`src/rtl/capa_char_pkg.sv`:
```
// Shared types and constants for the capacitance-characterisation match search.
package capa_char_pkg;

    // Width of unsigned delay values in ps.
    localparam int unsigned TW = 24;
    // Width of a sample index within one sweep.
    localparam int unsigned IW = 7;

    typedef logic [TW-1:0] delay_t;
    typedef logic [IW-1:0] idx_t;
    // Sum of two TW-bit absolute differences never overflows TW+1 bits.
    typedef logic [TW:0]   err_t;

    typedef enum logic [1:0] {
        StIdle,
        StRun,
        StFlush,
        StDone
    } state_e;

    // "No match yet": any real error compares strictly below this.
    localparam err_t ERR_INIT = '1;

endpackage

```
`src/rtl/capa_match_search_if.sv`:
```
// Sweep stream, reference and result bundle between the sweep source and the search block.
interface capa_match_search_if;
    import capa_char_pkg::*;

    // Sweep control and reference pair
    logic   start;
    delay_t ref_rise;
    delay_t ref_fall;

    // Sample stream
    logic   in_valid;
    logic   in_ready;
    delay_t in_rise;
    delay_t in_fall;

    // Status and results
    logic   busy;
    logic   done;
    idx_t   best_idx;
    err_t   best_err;
    logic   cross_valid;
    idx_t   cross_idx;
    logic   nonmono;

    modport master (
        output start,
        output ref_rise,
        output ref_fall,
        output in_valid,
        input  in_ready,
        output in_rise,
        output in_fall,
        input  busy,
        input  done,
        input  best_idx,
        input  best_err,
        input  cross_valid,
        input  cross_idx,
        input  nonmono
    );

    modport slave (
        input  start,
        input  ref_rise,
        input  ref_fall,
        input  in_valid,
        output in_ready,
        input  in_rise,
        input  in_fall,
        output busy,
        output done,
        output best_idx,
        output best_err,
        output cross_valid,
        output cross_idx,
        output nonmono
    );

endinterface

```
`src/rtl/abs_diff.sv`:
```
// Combinational unsigned absolute difference |a - b| on delay-width operands.
module abs_diff
    import capa_char_pkg::*;
(
    input  delay_t a,
    input  delay_t b,
    output delay_t y
);

    // Subtract the smaller from the larger so the result never wraps.
    always_comb begin
        y = '0;
        if (a >= b) begin
            y = a - b;
        end else begin
            y = b - a;
        end
    end

endmodule

```
`src/rtl/capa_match_search.sv`:
```
// Scans one propagation-time sweep against a reference rise/fall pair and reports the
// best-matching capacitance index, the first rise crossing and a non-monotonic flag.
module capa_match_search
    import capa_char_pkg::*;
#(
    parameter int unsigned NBCAPA = 100
) (
    input  logic                clk,
    input  logic                rst,
    capa_match_search_if.slave  bus
);

    // Sweep control
    state_e state_q, state_d;
    idx_t   cnt_q;
    delay_t ref_rise_q, ref_fall_q;

    // Stage-1 sample register
    logic   s1_valid_q;
    idx_t   s1_idx_q;
    delay_t s1_rise_q, s1_fall_q;

    // Previous-sample history for crossing and monotonicity checks
    logic   prev_ge_q;
    delay_t prev_rise_q;

    // Results
    idx_t   best_idx_q;
    err_t   best_err_q;
    logic   cross_valid_q;
    idx_t   cross_idx_q;
    logic   nonmono_q;

    // Derived combinational signals
    logic   sweep_start;
    logic   accept;
    logic   last_sample;
    delay_t diff_rise, diff_fall;
    err_t   err;
    logic   ge;
    logic   first_sample;

    assign sweep_start  = (state_q == StIdle) && bus.start;
    assign accept       = (state_q == StRun) && bus.in_valid;
    assign last_sample  = (cnt_q == idx_t'(NBCAPA - 1));

    abs_diff u_abs_rise (
        .a (s1_rise_q),
        .b (ref_rise_q),
        .y (diff_rise)
    );

    abs_diff u_abs_fall (
        .a (s1_fall_q),
        .b (ref_fall_q),
        .y (diff_fall)
    );

    assign err          = err_t'(diff_rise) + err_t'(diff_fall);
    // A sample sitting exactly on the reference counts as "at or above".
    assign ge           = (s1_rise_q >= ref_rise_q);
    assign first_sample = (s1_idx_q == '0);

    // State register
    always_ff @(posedge clk) begin
        if (rst) begin
            state_q <= StIdle;
        end else begin
            state_q <= state_d;
        end
    end

    // Next-state logic: RUN until the last index is accepted, one drain cycle, one done cycle
    always_comb begin
        state_d = state_q;
        case (state_q)
            StIdle: begin
                if (bus.start) begin
                    state_d = StRun;
                end
            end
            StRun: begin
                if (accept && last_sample) begin
                    state_d = StFlush;
                end
            end
            StFlush: begin
                state_d = StDone;
            end
            StDone: begin
                state_d = StIdle;
            end
            default: begin
                state_d = StIdle;
            end
        endcase
    end

    // Status outputs decoded from the current state
    always_comb begin
        bus.in_ready = (state_q == StRun);
        bus.busy     = (state_q == StRun) || (state_q == StFlush);
        bus.done     = (state_q == StDone);
    end

    // Reference latch and sample counter; refs only move on a start seen in IDLE
    always_ff @(posedge clk) begin
        if (rst) begin
            ref_rise_q <= '0;
            ref_fall_q <= '0;
            cnt_q      <= '0;
        end else if (sweep_start) begin
            ref_rise_q <= bus.ref_rise;
            ref_fall_q <= bus.ref_fall;
            cnt_q      <= '0;
        end else if (accept) begin
            cnt_q      <= cnt_q + idx_t'(1);
        end
    end

    // Stage-1 register: capture each accepted sample together with its index
    always_ff @(posedge clk) begin
        if (rst) begin
            s1_valid_q <= 1'b0;
            s1_idx_q   <= '0;
            s1_rise_q  <= '0;
            s1_fall_q  <= '0;
        end else begin
            s1_valid_q <= accept;
            if (accept) begin
                s1_idx_q  <= cnt_q;
                s1_rise_q <= bus.in_rise;
                s1_fall_q <= bus.in_fall;
            end
        end
    end

    // Result update from stage 1; results hold from done until the next start
    always_ff @(posedge clk) begin
        if (rst || sweep_start) begin
            best_idx_q    <= '0;
            best_err_q    <= ERR_INIT;
            cross_valid_q <= 1'b0;
            cross_idx_q   <= '0;
            nonmono_q     <= 1'b0;
            prev_ge_q     <= 1'b0;
            prev_rise_q   <= '0;
        end else if (s1_valid_q) begin
            // Strict compare keeps the lowest index on ties.
            if (err < best_err_q) begin
                best_err_q <= err;
                best_idx_q <= s1_idx_q;
            end
            if (!first_sample) begin
                if ((ge != prev_ge_q) && !cross_valid_q) begin
                    cross_valid_q <= 1'b1;
                    cross_idx_q   <= s1_idx_q;
                end
                if (s1_rise_q < prev_rise_q) begin
                    nonmono_q <= 1'b1;
                end
            end
            prev_ge_q   <= ge;
            prev_rise_q <= s1_rise_q;
        end
    end

    // Result outputs
    always_comb begin
        bus.best_idx    = best_idx_q;
        bus.best_err    = best_err_q;
        bus.cross_valid = cross_valid_q;
        bus.cross_idx   = cross_idx_q;
        bus.nonmono     = nonmono_q;
    end

endmodule

```
`src/flat_wrapper.sv`:
```
// flat-port wrapper written by rule: the top's interface ports become plain ports
module capa_match_search_flat import capa_char_pkg::*;
#(
    parameter int unsigned NBCAPA = 100
)
  (clk, rst, bus_start, bus_ref_rise, bus_ref_fall, bus_in_valid, bus_in_ready, bus_in_rise, bus_in_fall, bus_busy, bus_done, bus_best_idx, bus_best_err, bus_cross_valid, bus_cross_idx, bus_nonmono);
  capa_match_search_if bus_i ();
  input  logic clk;
  input  logic rst;
  input wire logic [$bits(bus_i.start)-1:0] bus_start;
  input wire logic [$bits(bus_i.ref_rise)-1:0] bus_ref_rise;
  input wire logic [$bits(bus_i.ref_fall)-1:0] bus_ref_fall;
  input wire logic [$bits(bus_i.in_valid)-1:0] bus_in_valid;
  output wire logic [$bits(bus_i.in_ready)-1:0] bus_in_ready;
  input wire logic [$bits(bus_i.in_rise)-1:0] bus_in_rise;
  input wire logic [$bits(bus_i.in_fall)-1:0] bus_in_fall;
  output wire logic [$bits(bus_i.busy)-1:0] bus_busy;
  output wire logic [$bits(bus_i.done)-1:0] bus_done;
  output wire logic [$bits(bus_i.best_idx)-1:0] bus_best_idx;
  output wire logic [$bits(bus_i.best_err)-1:0] bus_best_err;
  output wire logic [$bits(bus_i.cross_valid)-1:0] bus_cross_valid;
  output wire logic [$bits(bus_i.cross_idx)-1:0] bus_cross_idx;
  output wire logic [$bits(bus_i.nonmono)-1:0] bus_nonmono;
  assign bus_i.start = bus_start;
  assign bus_i.ref_rise = bus_ref_rise;
  assign bus_i.ref_fall = bus_ref_fall;
  assign bus_i.in_valid = bus_in_valid;
  assign bus_in_ready = bus_i.in_ready;
  assign bus_i.in_rise = bus_in_rise;
  assign bus_i.in_fall = bus_in_fall;
  assign bus_busy = bus_i.busy;
  assign bus_done = bus_i.done;
  assign bus_best_idx = bus_i.best_idx;
  assign bus_best_err = bus_i.best_err;
  assign bus_cross_valid = bus_i.cross_valid;
  assign bus_cross_idx = bus_i.cross_idx;
  assign bus_nonmono = bus_i.nonmono;
  capa_match_search #(.NBCAPA(NBCAPA)) u_core (.clk(clk), .rst(rst), .bus(bus_i));
endmodule
```
`config.mk`:
```
export PLATFORM = sky130hd
export DESIGN_NAME = capa_match_search_flat
export DESIGN_NICKNAME = d
export VERILOG_FILES = /design/src/rtl/capa_char_pkg.sv /design/src/rtl/capa_match_search_if.sv /design/src/rtl/abs_diff.sv /design/src/rtl/capa_match_search.sv /design/src/flat_wrapper.sv
export SDC_FILE = /design/constraint.sdc
export NUM_CORES = 1
export LEC_CHECK = 0
export CAP_MARGIN = 20
export CORE_ASPECT_RATIO = 1.75
export CORE_MARGIN = 1
export CORE_UTILIZATION = 28
export DETAILED_ROUTE_END_ITERATION = 7
export PLACE_DENSITY = 0.45
export SYNTH_ARGS = -nofsm -noshare
export SYNTH_HDL_FRONTEND = slang
export SYNTH_SLANG_ARGS = --single-unit
```
`constraint.sdc`:
```
create_clock -name clk -period 6.7 [get_ports clk]
set_clock_uncertainty 0.2 [all_clocks]
set_input_delay 1.34 -clock clk [delete_from_list [all_inputs] [get_ports clk]]
set_output_delay 1.34 -clock clk [all_outputs]
set_load 0.01 [all_outputs]
```
=== Yosys cells after proc, flatten, opt, wreduce, memory -nomap -nowiden ===
Cells that the tools add are included.

* Order comparisons: 4
* Bitwise logic cells: 1
* Shift-type cells: 0
* Multiply operators: 0
* Mux-type cells: 5
* Reduce and logical (&&, ||, !) cells: 14
* Add/subtract/negate cells: 6
* Equality and inequality tests: 7
* Divide/modulo/power cells: 0

{| class="wikitable"
|+ Operators by type and width
! kind !! count
|-
| subtractor 24 bit || 4
|-
| greater-or-equal comparator 24 bit || 2
|-
| 2-to-1 mux 24 bit || 2
|-
| adder 24 x 24 -> 25 bit || 1
|-
| < comparator 25 bit || 1
|-
| < comparator 24 bit || 1
|-
| case mux 2 bit (4 select lines) || 1
|-
| adder 7 x 1 -> 7 bit, second input constant || 1
|-
| == test 7 bit, second input constant || 1
|-
| zero test 7 bit || 1
|-
| AND reduction 3 bit || 2
|-
| == test 2 bit, second input constant || 2
|-
| logical AND 1 bit || 4
|-
| 2-to-1 mux 2 bit || 2
|-
| AND reduction 2 bit || 2
|-
| == test 2 x 1 -> 1 bit, second input constant || 1
|-
| zero test 2 bit || 1
|-
| logical OR 1 bit || 2
|-
| inequality test 2 x 1 -> 1 bit, second input constant || 1
|-
| inequality test 2 bit, second input constant || 1
|-
| OR reduction 2 bit || 1
|-
| zero test 1 bit || 1
|-
| inequality test 1 bit || 1
|-
| inverter 1 bit || 1
|}

* Output and inout port bits: 44
* Bits in latches: 0
* Register bits: 179
* Memory bits (writable): 0
* Input bits: 100
* Bits in read-only memories: 0
* Word-level logic and storage cells: 52
* Memories kept: 0

=== Depth between registers and ports, before layout ===
* Depth after elaboration: 5
* Mapped depth: 37

=== Modules after synthesis ===
From an unflattened synthesis, not the netlist that was laid out.

* Cells, all modules: 1933
* Area, all modules: 14611.5 um2

{| class="wikitable"
|+ By module, submodules not included
! module !! area each (um2) !! sequential area each (um2) !! instances !! cells each
|-
| capa_match_search || 9372.7 || 3583.4 || 1 || 1162
|-
| abs_diff (u_core.u_abs_rise) || 2646.3 || 0.0 || 1 || 396
|-
| abs_diff (u_core.u_abs_fall) || 2592.5 || 0.0 || 1 || 375
|}

=== Least setup slack after synthesis ===
No wires, ideal clock.

* Kind: register -> register
* Start: register u_core.s1_rise_q[0]
* End: register u_core.best_err_q[15], in the netlist u_core.bus.best_err[15]
* Required time: 6438 ps
* Setup slack: -336 ps
* Cell stages (with the launch flop): 35
* Arrival: 6774 ps
* Setup time: 62 ps
* Period minus slack after synthesis: 7036 ps
* Buffers on the path: 4
* Path through: dfxtp_1 -> inv_1 -> ha_1 -> inv_1 -> fa_1 -> a211oi_4 -> o21ai_1 -> a31o_1 -> a2111oi_4 -> or2_1 -> buf_6 -> buf_12 -> buf_2 -> mux2_2 -> ha_1 -> a211oi_1 -> o21ai_0 -> and4_1 -> o211ai_1 -> a21oi_1 -> o21a_1 -> o41ai_1 -> xor2_1 -> inv_1 -> ha_1 -> a21o_1 -> a21o_1 -> a21oi_1 -> o21ai_0 -> o21a_1 -> o21ai_0 -> nand4b_1 -> clkbuf_1 -> or3b_2 -> nand3_1

* Longest elaborated chain between the ends: 5
* Elaborated cells between the ends (all ways): 7
* Classes of those cells: add/sub: 3; order compare: 2; mux: 1; reduce/logical: 1

{| class="wikitable"
|+ RTL lines
! item !! line !! RTL
|-
| start, declared || capa_match_search.sv:21 || <nowiki>delay_t s1_rise_q, s1_fall_q;</nowiki>
|-
| start signal, assigned || capa_match_search.sv:132 || <nowiki>s1_rise_q <= bus.in_rise;</nowiki>
|-
| subtractor 24 bit (tied with other cells) || abs_diff.sv:16 || <nowiki>y = b - a;</nowiki>
|-
| 2-to-1 mux 24 bit * || abs_diff.sv:13 || <nowiki>if (a >= b) begin</nowiki>
|-
| adder 24 x 24 -> 25 bit * || capa_match_search.sv:59 || <nowiki>assign err = err_t'(diff_rise) + err_t'(diff_fall);</nowiki>
|-
| named net u_core.err[17] || capa_match_search.sv:39 || <nowiki>err_t err;</nowiki>
|-
| < comparator 25 bit * || capa_match_search.sv:150 || <nowiki>if (err < best_err_q) begin</nowiki>
|-
| AND reduction 2 bit (no line) * || -- ||
|-
| end signal, assigned || capa_match_search.sv:151 || <nowiki>best_err_q <= err;</nowiki>
|-
| end, declared || capa_match_search.sv:29 || <nowiki>err_t best_err_q;</nowiki>
|}

Mark *: on every way through the listed nets, which the timed path passes. The rest lies on a longest branch.
A chain may end at the register's enable or synchronous reset.

=== Final worst setup path ===
* Start: register u_core.s1_rise_q[0]
* End: register u_core.best_err_q[22], in the netlist u_core.bus.best_err[22]

Same word-level chain as after synthesis.

==> out/results.ini <==
[worst_setup_path]
crit_path_end_kind=register
cp-startpoint=u_core.s1_rise_q[0]$_SDFFE_PP0P_
crit_path_start_kind=register
slowest_delay_ns=0.39
cp_data_arrival_time_ns=6.99
crit_fanout=7
r2r_setup_slack_ns=-0.14
regToRegStartpoint=u_core.s1_rise_q[0]$_SDFFE_PP0P_
critPathKind=reg -> reg
worst_r2r_endpoint=u_core.bus.best_err[22]$_SDFFE_PP1P_
crit_required_ns=6.84
ff2ff_path_depth=35
path_common_cell=a21o_1
worstSetupEndpoint=u_core.bus.best_err[22]$_SDFFE_PP1P_
cpMaxStageDelayCell=a2111oi_4

[drt]
top_layer=met4
dr.pass1.iters=5
wl_per_cell_um=18.2
ant_nets=0
met3_length_mm=1.22
num_vias=13600
met1_length_mm=19.0
drc=0
viasPerCell=4.86
met2_length_mm=28.2
dr.first_iter.drc_count=576
drt-total-wl_mm=50.8

[die]
core_um2=48000
io_pins=144
fp.dieH_um=295
die_area_um2=49800
die_x_um=169
start_util_pct=28.5
rows=106

[run_status]
violations=negative setup slack
outcome=complete, but fails checks

[final_layout]
synthToLayoutAreaGrowth_pct=34.3
drive_gt1_share_pct=16.7
final_nets=2400
fillers=5111
final_cell_area_um2=18400

[timing]
finalHoldViolCount=0
slew_headroom_pct=38.0
grt_setup_unrepaired=yes
timing.hold.ws_ns=0.260
final-setup-viol-count=32
period_minus_slack_ns=6.84
finalWorstSetupSlack_ns=-0.145
worstMarginPinSlew_ns=0.930
max_clock_freq_mhz=146
period_share_pct=102
drv_slew=0

[logic_synthesis]
synth_edf_count=0
yosysTopAreaCellShare_pct=26.2
ys.flop_type=dfxtp_1
seq_area_frac_synth_pct=26.2
synth_area_leader_cell=dfxtp_1
syn_area_um2=13700
synth.distinct_cells=77
async_reset_ff_share_pct=0
yosys_warnings=0
synthesis.nets=2073
synth_area_leaders=dfxtp_1 (26%), ha_1 (16%), nand2_1 (8.0%)
netlist_instances=1797
avgSynthCellArea_um2=7.62
synth_seq_cells=179

[clock_network]
cts-buffers-inserted=17
clk-insertion-delay-late_ns=0.46
cts_tree=yes
cts_sinks=179
clockBufferDepth=2
cts-root-buf=clkbuf_16
clk_pin_slew_ns=0.08
htreeDepth=4
hold_buffers=0

[place]
dp_hpwl_mm=40.2
port-buffer-count=143
placed_area_um2=17400
globalplace.congestion=0.913

[global_route]
grt-ovfl-total=0
grt_pass1_vias=13900
grt_first_pass_wirelength_mm=77.6
grt_use_total_pct=20.5
antenna_found_initial=2
grt_max_degree=74

[job]
drv_cap=0

[min_path]
hp-class=reg -> reg

-- metrics by stage --
step | std cells | TNS (ns) | util, % | worst slack (ns)
floorplan | 1797 | 0 | - | 0.0278
detailed placement | 2740 | -3.20 | 36.2 | -0.131
global route | 2787 | -16.79 | 38.3 | -0.559
finish | 2787 | -3.12 | 38.3 | -0.145
CTS | 2779 | -1.49 | 37.9 | -0.0701
global placement | 2740 | -2.39 | 36.2 | -0.114
-- worst min-delay path by stage --
stage | from | cells past startpoint | endpoint | slack [ns]
global route | u_core.ref_rise_q[23]$_SDFFE_PP0P_ | 2 | u_core.ref_rise_q[23]$_SDFFE_PP0P_ | 0.29
CTS | u_core.bus.cross_valid$_SDFFE_PP0P_ | 2 | u_core.bus.cross_valid$_SDFFE_PP0P_ | 0.26
global placement | u_core.bus.cross_valid$_SDFFE_PP0P_ | 2 | u_core.bus.cross_valid$_SDFFE_PP0P_ | 0.24
detailed placement | u_core.bus.cross_valid$_SDFFE_PP0P_ | 2 | u_core.bus.cross_valid$_SDFFE_PP0P_ | 0.25
floorplan | u_core.ref_fall_q[23]$_SDFFE_PP0P_ | 2 | u_core.ref_fall_q[23]$_SDFFE_PP0P_ | 0.24
finish | u_core.bus.cross_valid$_SDFFE_PP0P_ | 2 | u_core.bus.cross_valid$_SDFFE_PP0P_ | 0.26
-- cell usage after synthesis (all sizes together), types with 4 or more instances --
cell type  number
a211o           9
a211oi         17
a21o           62
a21oi         216
a221o           6
a31o            5
a31oi          13
a41oi           4
and2           10
and3            4
and4            6
buf            35
clkbuf         58
dfxtp         179
fa              5
ha            171
inv           173
mux2            8
mux2i          72
nand2         292
nand2b         10
nand3          17
nand3b          5
nand4          25
nor2          120
nor2b           9
nor3           23
nor4            4
o211ai         17
o21a           12
o21ai          66
o21bai         19
o31a            5
o31ai           4
or2             4
or3            12
xnor2          39
xor2           26
-- worst max-delay path: cells and delay by family (launching register included) --
| kind | cells | cell delay (ns) |
|---|---|---|
| xor gates and xnor gates | 2 | 0.39 |
| DFF | 1 | 0.33 |
| adders and majority gates | 4 | 1.01 |
| and+or+nand+nor | 3 | 0.25 |
| buffers and inverters | 6 | 0.74 |
| muxes | 1 | 0.15 |
| AOI/OAI and AO/OA | 19 | 3.63 |
-- sequential cells by signal, summed over array words and instances, names as in the netlist --
| register | cells |
|---|---|
| u_core.s1_idx_q | 7 |
| u_core.s1_rise_q | 24 |
| u_core.ref_fall_q | 24 |
| u_core.ref_rise_q | 24 |
| u_core.state_q | 2 |
| u_core.bus.nonmono | 1 |
| u_core.prev_rise_q | 24 |
| u_core.bus.cross_idx | 7 |
| u_core.s1_fall_q | 24 |
| u_core.cnt_q | 7 |
| u_core.bus.cross_valid | 1 |
| u_core.bus.best_err | 25 |
| u_core.bus.best_idx | 7 |
| u_core.prev_ge_q | 1 |
| u_core.s1_valid_q | 1 |
-- cells in the final DEF (no fill, tap or decap), types with 5 or more instances in the layout --
cell type / n
a211o_1: 9
a211oi_1: 13
a21o_1: 62
a21oi_1: 208
a21oi_2: 7
a221o_1: 6
a31oi_1: 12
and2_1: 7
and4_1: 5
buf_4: 250
clkbuf_16: 20
clkdlybuf4s50_1: 142
clkinv_8: 5
dfxtp_1: 177
ha_1: 169
inv_1: 171
inv_8: 5
mux2i_1: 68
nand2_1: 289
nand2b_1: 9
nand3_1: 17
nand3b_1: 5
nand4_1: 25
nor2_1: 117
nor2b_1: 9
nor3_1: 21
o211ai_1: 17
o21a_1: 12
o21ai_0: 54
o21ai_1: 9
o21bai_1: 19
o31a_1: 5
or3_1: 12
xnor2_1: 32
xnor2_2: 7
xor2_1: 26
-- kinds of logic after synthesis --
family / after synthesis / synth area share [%]
multiplexers: 80 / 5.97
buffers and inverters: 267 / 7.81
flip-flops: 179 / 26.2
AO/OA/AOI/OAI: 479 / 21.9
AND/OR/NAND/NOR: 551 / 17.6
XOR/XNOR: 65 / 4.16
adder cells (fa/ha/maj): 176 / 16.4
-- cell type report --
type,instances,area [µm²],share of cell area [%]
multi-input cells,1351,9260,50.3
flip-flops and latches,179,3590,19.5
repair buffers,401,3470,18.8
well taps,648,811,4.41
inverters,174,653,3.55
clock buffers,18,439,2.39
clock inverters,14,180,0.979
diodes,2,5.00,0.0272
-- timing repair --
| item | 4_1_cts | 5_1_grt |
|---|---|---|
| endpoints found under the setup margin | 32 | 32 |
| pin swaps | 8 | 37 |
| cloned | 2 | 3 |
| hold endpoints to repair | 0 | 0 |
| resized for setup | 21 | 40 |
| setup buffers | 5 | 6 |
-- layer usage --
| metal | global-route usage (%) | vias up |
|---|---|---|
| li1 | - | 6812 |
| met1 | 20.5 | 6360 |
| met2 | 40.9 | 286 |
| met3 | 2.23 | 92 |
| met4 | 10.3 | 0 |
| met5 | 0 | - |
Power is not shown: default switching activity piles up to over one toggle a cycle in this logic, so the estimate is an artifact.
